[src/rtl/rand_pkg.sv]
// Shared types and LFSR tap table for the random sampler.
// Mode and FSM state encodings live here so every stage agrees.
package rand_pkg;

  typedef enum logic [1:0] {
    MODE_FREE   = 2'b00,
    MODE_HOLD   = 2'b01,
    MODE_SINGLE = 2'b10,
    MODE_BURST  = 2'b11
  } mode_e;

  typedef enum logic [1:0] {
    ST_IDLE  = 2'b00,
    ST_ARMED = 2'b01,
    ST_BURST = 2'b10
  } state_e;

  localparam int MIN_W = 3;
  localparam int MAX_W = 16;

  // Maximal-length tap masks, bit n-1 set for tap n.
  function automatic logic [15:0] lfsr_taps(input int w);
    logic [15:0] t;
    case (w)
      3:       t = 16'h0006;
      4:       t = 16'h000C;
      5:       t = 16'h0014;
      6:       t = 16'h0030;
      7:       t = 16'h0060;
      8:       t = 16'h00B8;
      9:       t = 16'h0110;
      10:      t = 16'h0240;
      11:      t = 16'h0500;
      12:      t = 16'h0829;
      13:      t = 16'h100D;
      14:      t = 16'h2015;
      15:      t = 16'h6000;
      16:      t = 16'hD008;
      default: t = 16'h0006;
    endcase
    return t;
  endfunction

endpackage

[src/rtl/lfsr_gen.sv]
// Fibonacci LFSR, shifts left with XOR feedback into bit 0.
// Reseeding with zero loads 1 so the lock-up state is unreachable.
module lfsr_gen
  import rand_pkg::*;
#(
  parameter int WIDTH = 7
) (
  input  logic             clk,
  input  logic             rst,
  input  logic             load,
  input  logic [WIDTH-1:0] seed,
  output logic [WIDTH-1:0] value
);

  localparam logic [WIDTH-1:0] TAPS =
    WIDTH'(lfsr_taps(WIDTH));

  logic fb;

  assign fb = ^(value & TAPS);

  always_ff @(posedge clk or posedge rst) begin
    if (rst) begin
      value <= WIDTH'(1);
    end else if (load) begin
      value <= (seed == '0) ? WIDTH'(1) : seed;
    end else begin
      value <= {value[WIDTH-2:0], fb};
    end
  end

endmodule

[src/rtl/rand_sampler.sv]
// Tick-paced sampler of a free-running LFSR with
// free, hold, single-shot and burst capture modes.
module rand_sampler
  import rand_pkg::*;
#(
  parameter int WIDTH     = 7,
  parameter int DIV_W     = 24,
  parameter int BURST_LEN = 4
) (
  input  logic             clk,
  input  logic             rst,
  input  logic [DIV_W-1:0] period,
  input  logic [1:0]       mode,
  input  logic             trigger,
  input  logic             seed_load,
  input  logic [WIDTH-1:0] seed_in,
  output logic [WIDTH-1:0] sample,
  output logic             sample_valid,
  output logic             tick_sq,
  output logic             busy
);

  localparam logic [7:0] LAST = 8'(BURST_LEN - 1);

  logic [WIDTH-1:0] lfsr_val;
  logic [DIV_W-1:0] cnt;
  logic             tick;
  logic             trig_d;
  logic             trig_rise;
  logic [1:0]       mode_d;
  logic             mode_chg;
  mode_e            md;
  state_e           state;
  state_e           state_nxt;
  logic [7:0]       bcnt;
  logic [7:0]       bcnt_nxt;
  logic             cap;

  lfsr_gen #(
    .WIDTH(WIDTH)
  ) u_lfsr (
    .clk  (clk),
    .rst  (rst),
    .load (seed_load),
    .seed (seed_in),
    .value(lfsr_val)
  );

  assign md        = mode_e'(mode);
  assign mode_chg  = (mode != mode_d);
  assign trig_rise = trigger & ~trig_d;
  assign busy      = (state != ST_IDLE);

  // >= so a period lowered below the count wraps at once
  assign tick = (period <= DIV_W'(1)) ||
                (cnt >= period - DIV_W'(1));

  always_ff @(posedge clk or posedge rst) begin
    if (rst) begin
      cnt     <= '0;
      tick_sq <= 1'b0;
      trig_d  <= 1'b0;
      mode_d  <= MODE_FREE;
    end else begin
      cnt     <= tick ? '0 : cnt + DIV_W'(1);
      trig_d  <= trigger;
      mode_d  <= mode;
      if (tick) begin
        tick_sq <= ~tick_sq;
      end
    end
  end

  always_ff @(posedge clk or posedge rst) begin
    if (rst) begin
      state <= ST_IDLE;
      bcnt  <= '0;
    end else begin
      state <= state_nxt;
      bcnt  <= bcnt_nxt;
    end
  end

  // A mode change idles the FSM and blocks capture for one cycle
  always_comb begin
    state_nxt = state;
    bcnt_nxt  = bcnt;
    cap       = 1'b0;
    if (mode_chg) begin
      state_nxt = ST_IDLE;
    end else begin
      unique case (md)
        MODE_FREE: begin
          state_nxt = ST_IDLE;
          cap       = tick;
        end
        MODE_HOLD: begin
          state_nxt = ST_IDLE;
        end
        MODE_SINGLE: begin
          case (state)
            ST_IDLE: begin
              if (trig_rise) state_nxt = ST_ARMED;
            end
            ST_ARMED: begin
              if (tick) begin
                cap       = 1'b1;
                state_nxt = ST_IDLE;
              end
            end
            default: state_nxt = ST_IDLE;
          endcase
        end
        MODE_BURST: begin
          case (state)
            ST_IDLE: begin
              if (trig_rise) begin
                state_nxt = ST_BURST;
                bcnt_nxt  = '0;
              end
            end
            ST_BURST: begin
              if (tick) begin
                cap = 1'b1;
                if (bcnt == LAST) state_nxt = ST_IDLE;
                else bcnt_nxt = bcnt + 8'd1;
              end
            end
            default: state_nxt = ST_IDLE;
          endcase
        end
      endcase
    end
  end

  always_ff @(posedge clk or posedge rst) begin
    if (rst) begin
      sample       <= '0;
      sample_valid <= 1'b0;
    end else begin
      sample_valid <= cap;
      if (cap) begin
        sample <= lfsr_val;
      end
    end
  end

endmodule
[config.mk]
export PLATFORM = sky130hd
export DESIGN_NAME = rand_sampler
export DESIGN_NICKNAME = d
export VERILOG_FILES = /design/src/rtl/rand_pkg.sv /design/src/rtl/lfsr_gen.sv /design/src/rtl/rand_sampler.sv
export SDC_FILE = /design/constraint.sdc
export NUM_CORES = 1
export LEC_CHECK = 0
export CAP_MARGIN = 0
export CORE_MARGIN = 2
export CORE_UTILIZATION = 45
export CTS_BUF_LIST = sky130_fd_sc_hd__clkbuf_16
export DETAILED_ROUTE_END_ITERATION = 6
export GPL_ROUTABILITY_DRIVEN = 0
export PLACE_DENSITY = 0.68
export REMOVE_ABC_BUFFERS = 1
export SYNTH_ARGS = -nofsm -noshare
export SYNTH_HDL_FRONTEND = slang
export SYNTH_SLANG_ARGS = --single-unit
[constraint.sdc]
create_clock -name clk -period 3.2 [get_ports clk]
set_clock_uncertainty 0.1 [all_clocks]
set_input_delay 0.48 -clock clk [delete_from_list [all_inputs] [get_ports clk]]
set_output_delay 0.48 -clock clk [all_outputs]
set_load 0.02 [all_outputs]
Word level (Yosys, flattened, before mapping) --
Cells that the tools add are included.
Operators by class: add/subtract/negate cells 3, order comparisons 2, equality and inequality tests 15, mux-type cells 21, bitwise logic cells 4, reduce and logical (&&, ||, !) cells 10
Operators by type and width (count):
- $add 24x1->24 const B | 1
- $ge 24x24->1 | 1
- $le 24x1->1 const B | 1
- $mux 24 | 1
- $mux 8 | 3
- $sub 24x1->24 const B | 1
- $ne 4x4->1 const B | 5
- $pmux 8 s2 | 1
- $mux 7 | 2
- $mux 2 | 6
- $add 8x1->8 const B | 1
- $eq 8x2->1 const B | 1
- $pmux 2 s2 | 2
- $logic_not 7->1 | 1
- $reduce_xor 7->1 | 1
- $eq 2x2->1 const B | 3
- $ne 2x2->1 const B | 3
- $pmux 2 s3 | 1
- $reduce_and 6->1 | 1
- $reduce_and 5->1 | 1
- $eq 2x1->1 const B | 2
- $logic_not 2->1 | 2
- $mux 1 | 4
- $reduce_bool 2->1 | 2
- other kinds (6) | 8
Word-level totals: register bits 53, input bits 37, output and inout port bits 10, word-level logic and storage cells 64

Logic depth before layout (Yosys ltp) --
depth in word-level cells 7, depth in mapped cells 17, mapped depth without buffers 15

Hierarchy --
From an unflattened synthesis, not the netlist that was laid out.
Second synthesis, totals: cells, all modules 352, area total of the unflattened synthesis 3367.0 sq um
Modules (own cells, without submodules):
- rand_sampler | times used 1, cells each 331, area an instance 3081.7 sq um
- lfsr_gen | times used 1, cells each 21, area an instance 285.3 sq um

Least setup slack after synthesis --
Ideal clock, no wire load.
kind in2reg, from in period[10], to reg sample[0], arrival 3.458 ns, path slack -0.483 ns, stages on the path 16, path through nor4_1 > nand2b_1 > nor2_1 > nand2_1 > nor2_1 > nand2_1 > xor2_1 > ha_1 > a21o_1 > a21o_1 > a21oi_1 > o21ai_1 > or4_1 > buf_4 > nand2_4 > mux2_2
On the way: word-level cells in the longest chain between the ends 7
Ends and longest elaborated chain:
- start: declaration | line rand_sampler.sv:12 | input logic [DIV_W-1:0] period,
- $sub 24x1->24 | line rand_sampler.sv:56 | (cnt >= period - DIV_W'(1));
- $ge 24x24->1 | line rand_sampler.sv:56
- $logic_or 1x1->1 (*) | line rand_sampler.sv:55 | assign tick = (period <= DIV_W'(1)) ||
- $mux 1 | line rand_sampler.sv:106, rand_sampler.sv:123
- $mux 1, on equally long branches | line rand_sampler.sv:115, rand_sampler.sv:101
- $pmux 1 s3 (*) | line rand_sampler.sv:92 | unique case (md)
- $mux 1 (*) | line rand_sampler.sv:89 | if (mode_chg) begin
- end signal: assignment | line rand_sampler.sv:143 | sample <= lfsr_val;
- end: declaration | line rand_sampler.sv:17 | output logic [WIDTH-1:0] sample,
Every way passes the cells marked *; elsewhere a longest branch is shown, timed or not. A chain may end at the register's enable or synchronous reset.

Final worst setup path --
from in period[14], to reg sample[0]
The elaborated chain is that of the path after synthesis.

==> results.yml <==
synth:
  yosysWarnings: 0
  syn_inst: 344
  ys_seq_area_share_pct: 38.9
  synth_area_leaders: "dfrtp_1 38%, ha_1 10%, xor2_1 6.9%"
  synth_area_leader_cell: "dfrtp_1"
  synth_flop_cell: "dfrtp_1"
  yosysTopAreaCellShare_pct: 38.1
  syn-cell-area_sq_um: 3410
  yosysMostFrequentCell: "dfrtp_1"
  synth_edf_count: 0
  synth.distinct_cells: 45
  synthTopCellsByCount: "52 x dfrtp_1, 39 x nor2_1, 28 x ha_1"
  synth_seq_cells: 53
  syn_area_per_cell_sq_um: 9.92
  async_flop_share_pct: 100
route:
  wl_per_cell_microns: 15.6
  drt_first_pass_iters: 4
  drtIter0Drc: 144
  viasPerCell: 5.39
  dr_total_vias: 3016
  ant_nets: 0
  drt-total-wl_mm: 8.76
  drc: 0
die:
  dieArea_sq_um: 8290
  core-area_sq_um: 7290
  pin_count: 47
  die_w_microns: 91.1
  die_y_microns: 91.1
  start_util_pct: 46.8
  rows: 31
status:
  failed_checks: "setup timing"
  status: "complete, but fails checks"
timing:
  setup_tns_ns: -11.80
  min_period_ns: 3.57
  relSlewSlack_pct: 42.5
  setup_viol: 42
  period_share_pct: 111
  tightest_slew_ns: 0.860
  hold_viol: 0
  maxSlewViolCount: 0
  layout_setup_ws_ns: -0.368
  fmax_mhz: 280
  rsz0062_at_grt: "yes"
finish:
  syn_to_final_growth_pct: 44.4
  fin_area_sq_um: 4930
  nNetsFinal: 525
  layout-drive-gt1-share_pct: 33.2
  fillers: 583
  n_antenna_cell: 0
power_and_ir_drop:
  peakVddDrop_mv: 0.390
  leakagePower_nw: 2.25
  p_per_area_nw_per_um2: 450
clock_network:
  cts_tree: "yes"
  insertion_delay_ns: 0.29
  root_buffer: "clkbuf_16"
  htreeDepth: 2
  hold_buffers: 0
  cts_made_buffers: 5
  cts.clk_slew.worst_paths_ns: 0.06
  clkSinkCount: 53
  clk_path_buf_depth: 2
min_path:
  min_path_type: "register to register"
grt:
  grt_pass1_wl_mm: 14.5
  antenna_found_initial: 0
  track_usage_pct: 21.3
  overflow: 0
  grt_max_degree: 25
  grt_pass1_vias: 3157
place:
  detailed_place_hpwl_mm: 5.97
  dpl_cell_area_sq_um: 4310
  placement.io_buffers: 46
critical_path:
  crit_required_ns: 3.27
  cp-end-kind: "register"
  critPathLaunchType: "input port"
  path_class: "input port to register"
  critPathArrivalTime_ns: 3.64
  path_max_fanout: 8
flow_run:
  drv_cap: 0
-- cells in the final DEF, fill, tap and decap left out, drive strengths merged, types with 8 or more instances in the layout --
cell / instances
nand4: 14
xor2: 27
a21oi: 15
nand2: 28
mux2: 13
nor4: 9
ha: 28
dfrtp: 52
xnor2: 17
nor3: 9
inv: 8
o21ai: 8
nand3: 15
nor2: 39
buf: 75
clkdlybuf4s50: 32
-- kinds of logic after synthesis --
logic type | Yosys count | share of synthesized area, %
AND/OR/NAND/NOR | 154 | 24.5
buffers and inverters | 12 | 2.38
adder cells (fa/ha/maj) | 28 | 10.3
XOR/XNOR | 44 | 11.3
flip-flops | 53 | 38.9
multiplexers | 19 | 6.05
AO/OA/AOI/OAI | 34 | 6.60
-- sequential cells by signal (all words and copies together), names as in the netlist --
| register | flops |
|---|---|
| bcnt | 8 |
| cnt | 24 |
| mode_d | 2 |
| sample | 7 |
| sample_valid | 1 |
| state | 2 |
| tick_sq | 1 |
| trig_d | 1 |
| u_lfsr.value | 7 |
-- worst paths after layout --
kind                                      start         to  slack (ns)  depth (start not counted)
worst max register to register           cnt[2]  sample[0]        0.42                          9
worst min-delay path            u_lfsr.value[1]  sample[1]        0.41                          1
worst min register to register  u_lfsr.value[1]  sample[1]        0.41                          1
worst max-delay path                 period[14]  sample[0]       -0.37                         13
max in group asynchronous                   rst    cnt[15]        1.95                          3
min in group asynchronous                   rst  sample[3]        0.45                          2
-- repair_timing --
item | in CTS | in global routing
gates resized for setup | 73 | 49
pin swaps | 21 | 31
buffers inserted | 10 | 8
cloned | 1 | 1
endpoints found under the setup margin | 43 | 43
-- cell type report --
cell class              instances  area [sq um]  share of cell area, %
inverters                       6          22.5                  0.457
flip-flops and latches         53          1330                   26.9
repair buffers                115          1040                   21.1
well taps                      99           124                   2.51
clock inverters                 3          15.0                  0.305
multi-input cells             279          2270                   46.2
clock buffers                   5           125                   2.54
-- report_power, final --
part	internal (W)	switching, W	leakage, nW
Combinational	0.000421	0.000358	1.48
Sequential	0.000791	0.000137	0.696
Clock	0.000284	0.000228	0.0724
Total	0.00150	0.000722	2.25
-- layer usage --
| metal | track usage [%] | wire (microns) | share of wire (%) |
|---|---|---|---|
| met5 | 0 | 0 | 0 |
| met4 | 5.93 | 150 | 1.7 |
| met3 | 3.57 | 329 | 3.8 |
| met2 | 36.6 | 4440 | 51 |
| met1 | 27.7 | 3830 | 44 |
-- critical path: stages --
cell and delay [ns]:
clkdlybuf4s50_1 0.44, or3_4 0.35, nor3_2 0.18, buf_4 0.15, nand3b_1 0.09, xor2_1 0.20, ha_1 0.29, nand4_1 0.19
a2111oi_4 0.08, buf_4 0.14, or4_4 0.60, nand2_8 0.14, mux2_4 0.31
-- metrics by stage --
stage / util, % / std cells / total power, W / hold slack (ns) / worst slack [ns]
CTS: 64.1 / 551 / 0.00214 / 0.400 / -0.286
floorplan: - / 338 / 0.00126 / 0.377 / -0.862
finish: 67.6 / 560 / 0.00222 / 0.408 / -0.368
global route: 67.6 / 560 / 0.00237 / 0.425 / -0.465
global placement: 59.1 / 533 / 0.00153 / 0.379 / -0.989
detailed placement: 59.1 / 533 / 0.00155 / 0.383 / -1.05
No activity file was read; power rests on OpenSTA's default activity.
